==> src/rtl/axi4_lite_slave_regs.sv <==
// AXI4-Lite slave exposing seven read/write control registers and one read-only status word.
// Write (AW+W -> B) and read (AR -> R) channels run as independent FSMs.
module axi4_lite_slave_regs #(
  parameter logic [31:0] RESET_VALUE = 32'h0000_0000
) (
  input  logic         aclk,
  input  logic         areset,
  input  logic [31:0]  s_awaddr,
  input  logic         s_awvalid,
  output logic         s_awready,
  input  logic [31:0]  s_wdata,
  input  logic [3:0]   s_wstrb,
  input  logic         s_wvalid,
  output logic         s_wready,
  output logic [1:0]   s_bresp,
  output logic         s_bvalid,
  input  logic         s_bready,
  input  logic [31:0]  s_araddr,
  input  logic         s_arvalid,
  output logic         s_arready,
  output logic [31:0]  s_rdata,
  output logic [1:0]   s_rresp,
  output logic         s_rvalid,
  input  logic         s_rready,
  output logic [223:0] ctrl_out,
  input  logic [31:0]  status_in,
  output logic [6:0]   wr_pulse
);
  // state  | meaning
  // W_IDLE | collecting AW and W, in either order
  // W_RESP | write committed, holding B until s_bready
  // R_IDLE | waiting for AR
  // R_DATA | holding R until s_rready

  localparam logic [1:0] RESP_OKAY   = 2'b00;
  localparam logic [1:0] RESP_SLVERR = 2'b10;

  typedef enum logic {W_IDLE, W_RESP} w_state_t;
  typedef enum logic {R_IDLE, R_DATA} r_state_t;

  w_state_t     w_state;
  r_state_t     r_state;
  logic [223:0] ctrl_q;
  logic         aw_done, w_done;
  logic [31:0]  awaddr_q, wdata_q;
  logic [3:0]   wstrb_q;

  logic         aw_hs, w_hs, ar_hs, commit;
  logic [31:0]  wr_addr, wr_data;
  logic [3:0]   wr_strb;
  logic         wr_ok, rd_ok;
  logic [2:0]   wr_idx, rd_idx;
  logic [31:0]  rd_data;
  logic [1:0]   rd_resp;

  assign aw_hs  = s_awvalid & s_awready;
  assign w_hs   = s_wvalid & s_wready;
  assign ar_hs  = s_arvalid & s_arready;
  assign commit = (w_state == W_IDLE) & (aw_done | aw_hs) & (w_done | w_hs);

  // Whichever half arrives on the commit edge comes straight from the bus.
  assign wr_addr = aw_done ? awaddr_q : s_awaddr;
  assign wr_data = w_done ? wdata_q : s_wdata;
  assign wr_strb = w_done ? wstrb_q : s_wstrb;
  assign wr_idx  = wr_addr[4:2];
  assign wr_ok   = (wr_addr[31:5] == '0) && (wr_addr[1:0] == 2'b00) && (wr_idx != 3'd7);

  assign rd_idx  = s_araddr[4:2];
  assign rd_ok   = (s_araddr[31:5] == '0) && (s_araddr[1:0] == 2'b00);

  assign ctrl_out = ctrl_q;

  always_comb begin
    rd_data = 32'h0;
    rd_resp = RESP_SLVERR;
    if (rd_ok) begin
      rd_resp = RESP_OKAY;
      if (rd_idx == 3'd7)
        rd_data = status_in;
      else
        for (int n = 0; n < 7; n++)
          if (rd_idx == 3'(n)) rd_data = ctrl_q[32*n +: 32];
    end
  end

  always_ff @(posedge aclk) begin
    if (areset) begin
      w_state   <= W_IDLE;
      aw_done   <= 1'b0;
      w_done    <= 1'b0;
      awaddr_q  <= '0;
      wdata_q   <= '0;
      wstrb_q   <= '0;
      s_awready <= 1'b0;
      s_wready  <= 1'b0;
      s_bvalid  <= 1'b0;
      s_bresp   <= RESP_OKAY;
      wr_pulse  <= '0;
      ctrl_q    <= {7{RESET_VALUE}};
    end else begin
      wr_pulse <= '0;
      case (w_state)
        W_IDLE: begin
          if (commit) begin
            if (wr_ok) begin
              for (int n = 0; n < 7; n++)
                if (wr_idx == 3'(n))
                  for (int b = 0; b < 4; b++)
                    if (wr_strb[b]) ctrl_q[32*n + 8*b +: 8] <= wr_data[8*b +: 8];
              wr_pulse <= 7'(1) << wr_idx;
            end
            s_bresp   <= wr_ok ? RESP_OKAY : RESP_SLVERR;
            s_bvalid  <= 1'b1;
            aw_done   <= 1'b0;
            w_done    <= 1'b0;
            s_awready <= 1'b0;
            s_wready  <= 1'b0;
            w_state   <= W_RESP;
          end else begin
            if (aw_hs) begin
              aw_done  <= 1'b1;
              awaddr_q <= s_awaddr;
            end
            if (w_hs) begin
              w_done  <= 1'b1;
              wdata_q <= s_wdata;
              wstrb_q <= s_wstrb;
            end
            s_awready <= ~(aw_done | aw_hs);
            s_wready  <= ~(w_done | w_hs);
          end
        end
        W_RESP: begin
          if (s_bready) begin
            s_bvalid  <= 1'b0;
            s_awready <= 1'b1;
            s_wready  <= 1'b1;
            w_state   <= W_IDLE;
          end
        end
      endcase
    end
  end

  always_ff @(posedge aclk) begin
    if (areset) begin
      r_state   <= R_IDLE;
      s_arready <= 1'b0;
      s_rvalid  <= 1'b0;
      s_rdata   <= 32'h0;
      s_rresp   <= RESP_OKAY;
    end else begin
      case (r_state)
        R_IDLE: begin
          if (ar_hs) begin
            s_rdata   <= rd_data;
            s_rresp   <= rd_resp;
            s_rvalid  <= 1'b1;
            s_arready <= 1'b0;
            r_state   <= R_DATA;
          end else begin
            s_arready <= 1'b1;
          end
        end
        R_DATA: begin
          if (s_rready) begin
            s_rvalid  <= 1'b0;
            s_arready <= 1'b1;
            r_state   <= R_IDLE;
          end
        end
      endcase
    end
  end
endmodule

==> config.mk <==
export PLATFORM = sky130hd
export DESIGN_NAME = axi4_lite_slave_regs
export DESIGN_NICKNAME = d
export VERILOG_FILES = /design/src/rtl/axi4_lite_slave_regs.sv
export SDC_FILE = /design/constraint.sdc
export NUM_CORES = 1
export LEC_CHECK = 0
export CORE_UTILIZATION = 40
export CTS_CLUSTER_DIAMETER = 40
export DETAILED_ROUTE_END_ITERATION = 12
export GPL_TIMING_DRIVEN = 0
export PLACE_DENSITY = 0.7
export SLEW_MARGIN = 20
export SYNTH_ARGS = -nofsm -noshare
export SYNTH_HDL_FRONTEND = slang
export SYNTH_SLANG_ARGS = --single-unit
==> constraint.sdc <==
create_clock -name aclk -period 1.65 [get_ports aclk]
set_clock_uncertainty 0.05 [all_clocks]
set_input_delay 0.2475 -clock aclk [delete_from_list [all_inputs] [get_ports aclk]]
set_output_delay 0.2475 -clock aclk [all_outputs]
set_load 0.05 [all_outputs]
After elaboration in Yosys (flattened, before gate mapping)
Index checks and enable logic that the tools add are counted.

storage, ports and cells
  register bits after elaboration = 344
  bits in writable memories = 0
  input bits = 139
  ROM bits = 0
  logic and storage cells = 162
  memories = 0
  latch bits = 0

operators by class
  equality and inequality tests = 18
  shift-type cells = 1
  bitwise operators = 13
  reduce and logical (&&, ||, !) cells = 48
  mux-type cells = 38
  magnitude comparators = 0
  div/mod/pow operators = 0
  add/subtract/negate cells = 0
  multiply operators = 0

operator list
  kind                                             number
  two-way mux 32 bit                               11
  AND reduction 5 bit                              28
  logical NOT 27 bit                               2
  == test 3 bit, second input constant             7
  two-way mux 1 bit                                17
  case mux 1 bit (2 select lines)                  7
  == test 3 x 2 -> 1 bit, second input constant    4
  AND reduction 2 bit                              6
  != test 2 bit, second input constant             4
  << shifter 1 x 3 -> 7 bit, first input constant  1
  == test 3 x 1 -> 1 bit, second input constant    2
  logical NOT 3 bit                                2
  inverter 1 bit                                   6
  AND reduction 3 bit                              2
  bitwise AND 1 bit                                5
  logical NOT 2 bit                                2
  two-way mux 2 bit                                2
  two-way mux 4 bit                                1
  nonzero test 2 bit                               2
  OR reduction 4 bit                               1
  logical AND 1 bit                                3
  != test 3 bit, second input constant             1
  OR 1 bit                                         2

Longest topological paths before layout
  word-level depth = 10
  mapped depth = 7

Least setup slack after synthesis
No wires, ideal clock.

  path type = flip-flop to flip-flop
  from = register s_wready
  to = register ctrl_q[56], in the netlist ctrl_out[56]
  arrival = 1993 ps
  period minus slack after synthesis = 2170 ps
  stages on the path, launching flop included = 7
  setup slack = -520 ps
  required time = 1473 ps
  cell sequence = dfxtp_1 -> a21oi_1 -> a211o_1 -> buf_4 -> nor2_8 -> nand4_4 -> mux2i_1

between the ends
  longest elaborated chain between the ends = 4

RTL lines
  element                               line  source
  from (decl)                           14    output logic s_wready,
  from (signal assigned)                130   s_wready <= ~(w_done | w_hs);
  bitwise AND 1 bit                     57    assign w_hs = s_wvalid & s_wready;
  OR 1 bit                              59    assign commit = (w_state == W_IDLE) & (aw_done | aw_hs) & (w_done | w_hs);
  bitwise AND 1 bit                     59
  AND reduction 5 bit (no source line)  -
  to (signal assigned)                  99    ctrl_q <= {7{RESET_VALUE}};
  to (signal, indexed assignment)       109   if (wr_strb[b]) ctrl_q[32*n + 8*b +: 8] <= wr_data[8*b +: 8];
  to (decl)                             43    logic [223:0] ctrl_q;

No other way between the ends.
A chain may end at the register's enable or synchronous reset.

Worst setup path after layout
  from = register awaddr_q[7]
  to = register ctrl_q[114], in the netlist ctrl_out[114]

between the ends
  longest elaborated chain between the ends = 5

RTL lines
  element                               line  source
  from (decl)                           45    logic [31:0] awaddr_q, wdata_q;
  from (signal assigned)                122   awaddr_q <= s_awaddr;
  two-way mux 32 bit                    62    assign wr_addr = aw_done ? awaddr_q : s_awaddr;
  logical NOT 27 bit                    66    assign wr_ok = (wr_addr[31:5] == '0) && (wr_addr[1:0] == 2'b00) && (wr_idx != 3'd7);
  logical AND 1 bit (2 in series)       66
  AND reduction 5 bit (no source line)  -

No other way between the ends.

==> results.sh <==
export IMPL_outcome="complete, but fails checks"
export IMPL_violations="setup timing"
export IMPL_cellInternalPower_mw=15.9
export IMPL_ys_types=49
export IMPL_cp_start_kind="register"
export IMPL_synth_edf_count=0
export IMPL_grt_start_max_net_pins=13
export IMPL_place_gp_congestion=0.857
export IMPL_synth_ff_type="dfxtp_1"
export IMPL_design_core_area_um2=39000
export IMPL_die_area_um2=40700
export IMPL_synth_area_um2=16000
export IMPL_rr_endpoint="ctrl_out[114]"
export IMPL_fillCellCount=3358
export IMPL_grt_ovfl_total=0
export IMPL_drc_errors=0
export IMPL_ys_seq_area_share_pct=42.9
export IMPL_drt_iter0_drc=763
export IMPL_power_frac_comb_pct=10.9
export IMPL_cts_hold_buf=0
export IMPL_layout_nets=2157
export IMPL_cp_required_ps=2040
export IMPL_start_util_pct=40.9
export IMPL_io_buffers=407
export IMPL_maxSlewHeadroom_pct=44.1
export IMPL_root_buffer="clkbuf_16"
export IMPL_synth_fa_ha_area_share_pct=0
export IMPL_synth_xor_area_share_pct=0
export IMPL_setup_viol_count_final=233
export IMPL_post_route_period_util_pct=117
export IMPL_wl_um=60700
export IMPL_hold_viol_final=0
export IMPL_clk_pin_slew_ps=60
export IMPL_syn_to_final_growth_pct=44.6
export IMPL_routedWlPerCell_um=23.5
export IMPL_grt_setup_unrepaired="true"
export IMPL_post_place_ws_ps=-1640
export IMPL_drive_above_1_share_pct=32.8
export IMPL_tritoncts="yes"
export IMPL_synth_mux_area_share_pct=26.6
export IMPL_ys_ff_latch=342
export IMPL_yosys_area_share_simple_pct=21.8
export IMPL_dr_pass1_iters=5
export IMPL_r2r_start="awaddr_q[7]"
export IMPL_io_pins=411
export IMPL_netlist_instances=1509
export IMPL_cp_max_fo=8
export IMPL_grt_pass1_vias=14000
export IMPL_holdWs_ps=199
export IMPL_dp_hpwl_um=44000
export IMPL_clkPwrFrac_pct=49.6
export IMPL_p_leak_nw=10.6
export IMPL_end_kind="register"
export IMPL_num_rows=72
export IMPL_whs_endpoint="wdata_q[12]"
export IMPL_hold_class="in -> reg"
export IMPL_reg2reg_slack_ps=-280
export IMPL_fin_util_pct=59.2
export IMPL_clock_path_buffers=3
export IMPL_antenna_found_initial=11
export IMPL_power_switching_mw=5.52
export IMPL_via_per_inst=5.31
export IMPL_ant_nets=0
export IMPL_die_h_um=202
export IMPL_power_mw=21.4
export IMPL_synth_compound_area_share_pct=5.00
export IMPL_holdPathStages=3
export IMPL_h_tree_depth=2
export IMPL_cts_sinks=342
export IMPL_timing_critical_path_arrival_ps=2320
export IMPL_numCtsBuffers=50
export IMPL_grt_pass1_wl_um=88700
export IMPL_hold_start="s_wdata[12]"
export IMPL_power_frac_seq_pct=39.5
export IMPL_swShare_pct=25.8
export IMPL_r2r_cells=7
export IMPL_avgSynthCellArea_um2=10.6
export IMPL_drv_slew=0
export IMPL_max_freq_mhz=518
export IMPL_yosys_warnings=0
export IMPL_power_density_nw_per_um2=929
export IMPL_critical_path_class="reg -> reg"
export IMPL_die_w_um=202
export IMPL_worst_pin_slew_ps=838
export IMPL_synth_top_family_by_area="multiplexers"
export IMPL_layout_setup_ws_ps=-280
export IMPL_period_minus_slack_ps=1930
export IMPL_grt_usage_pct=29.5
export IMPL_via_count=13700
export IMPL_async_flop_share_pct=0
export IMPL_maxCapViolations=0
export IMPL_peakVddDrop_mv=0.729
export IMPL_clock_latency_ps=580
## sequential cells by signal, indices dropped and copies added, names as in the netlist
| register | flops |
|---|---|
| aw_done | 1 |
| awaddr_q | 32 |
| ctrl_out | 224 |
| r_state | 1 |
| s_arready | 1 |
| s_awready | 1 |
| s_bresp | 1 |
| s_bvalid | 1 |
| s_rdata | 32 |
| s_rresp | 1 |
| s_rvalid | 1 |
| s_wready | 1 |
| w_done | 1 |
| w_state | 1 |
| wdata_q | 32 |
| wr_pulse | 7 |
| wstrb_q | 4 |
## per-layer routing
metal	GRT usage (%)	part of all wire, %	vias up
li1	-	-	6317
met1	36.6	42	6727
met2	48.9	47	506
met3	6.54	6.7	125
met4	13.0	4.2	8
met5	0	0.086	-
## logic make-up (layout without fill, tap and decap cells)
family | count (synthesis) | after routing
muxes | 352 | 352
AOI/OAI and AO/OA | 132 | 132
buffers and inverters | 127 | 675
and+or+nand+nor | 555 | 555
other | 1 | 5
DFF | 342 | 342
## metrics by stage
step | std cells | area (um^2) | TNS (ps)
floorplan | 1510 | 16000 | -22410
global placement | 2435 | 20700 | -359750
detailed placement | 2435 | 20700 | -366880
CTS | 2573 | 23100 | -53210
global route | 2578 | 23100 | -74530
finish | 2579 | 23100 | -54760
## worst max-delay path, stage by stage, from the launching register on
cell and delay [ps]:
dfxtp_2 330, nor4_4 300, nand4_1 180, o22ai_4 150, buf_12 180, buf_16 140
nand4_4 240, mux2i_1 200
## synthesized netlist by cell type, types with 2 or more instances
cell type	count	share of area (%)
dfxtp_1	342	43
mux2i_1	292	18
nand2b_1	229	9.0
nand2_1	182	4.3
clkbuf_1	93	2.2
a21oi_1	72	2.3
mux4_2	58	8.2
or2_2	32	1.3
o21ai_1	30	0.94
nand4_4	28	3.7
nor4_1	18	0.71
nor2_1	17	0.40
buf_2	16	0.50
nand3_1	9	0.28
nor2b_1	9	0.35
nor3_1	8	0.25
buf_1	5	0.12
buf_4	5	0.24
nand3b_1	5	0.24
o21ai_0	5	0.16
inv_1	4	0.094
nor2_8	4	0.50
a22oi_1	3	0.14
buf_12	3	0.38
nand4_1	3	0.12
o21a_1	3	0.14
o22ai_2	3	0.24
a211oi_1	2	0.094
a22o_1	2	0.11
and3b_1	2	0.11
mux2_2	2	0.14
o22ai_1	2	0.078
o22ai_4	2	0.25
o31ai_4	2	0.27
o32ai_1	2	0.11
or2b_1	2	0.094
## area by class of cell
type	count	area, um^2	share of cell area (%)
multi-input combinational	1041	8840	38.3
sequential	342	6860	29.7
timing repair buffer	462	4200	18.2
clock buffer	60	1370	5.94
buffer	117	812	3.52
tap	518	648	2.81
clock inverter	32	323	1.40
inverter	4	15.0	0.0651
antenna	3	7.51	0.0325
## layout by cell type, fill, tap and decap left out, types with 5 or more instances in the layout
cell and n:
clkbuf_8 10, nand3b_1 5, nand4_4 28, or2_2 32, nor4_1 7, clkinv_2 6, buf_4 31, clkbuf_16 56
o21ai_2 20, nor2b_1 6, clkdlybuf4s18_2 20, nor3_1 6, dfxtp_1 335, clkdlybuf4s50_1 135, nand2_1 181, nand3_1 7
nor4_2 11, clkinv_4 10, buf_2 175, clkinvlp_4 5, o21ai_1 10, nor2_1 15, clkbuf_4 11, o21ai_0 5
nand2b_1 229, inv_6 5, clkdlybuf4s15_2 77, buf_6 10, buf_12 34, a21oi_1 66, mux2i_1 289, clkbuf_2 17
o22ai_4 5, clkbuf_1 55, mux4_2 58, a21oi_2 6
## power by group through the flow
stage                     clock [mW]  sequential [mW]  combinational [mW]
after floorplan                    0             8.67                1.16
after global routing            11.1             8.47                2.48
final                           10.6             8.46                2.34
after detailed placement           0             8.63                2.09
after CTS                       10.8             8.46                2.28
after global placement             0             8.62                2.06
## worst max-delay path by stage
stage,start,endpoint,slack (ps),cells past startpoint
final,awaddr_q[7],ctrl_out[114],-280,7
after global routing,awaddr_q[7],ctrl_out[119],-380,7
after CTS,awaddr_q[7],ctrl_out[17],-310,7
after detailed placement,areset,awaddr_q[19],-1640,6
after global placement,areset,awaddr_q[15],-1590,6
after floorplan,s_awready,ctrl_out[192],-100,6
## timing repair
item / CTS / global route
gates resized for setup: 1218 / 155
setup buffers: 45 / 5
cloned: 3 / 2
endpoints found under the setup margin: 612 / 379
pin swaps: 30 / 24
endpoints found under the hold margin: 0 / 0
(Power assumes the default switching activity.)
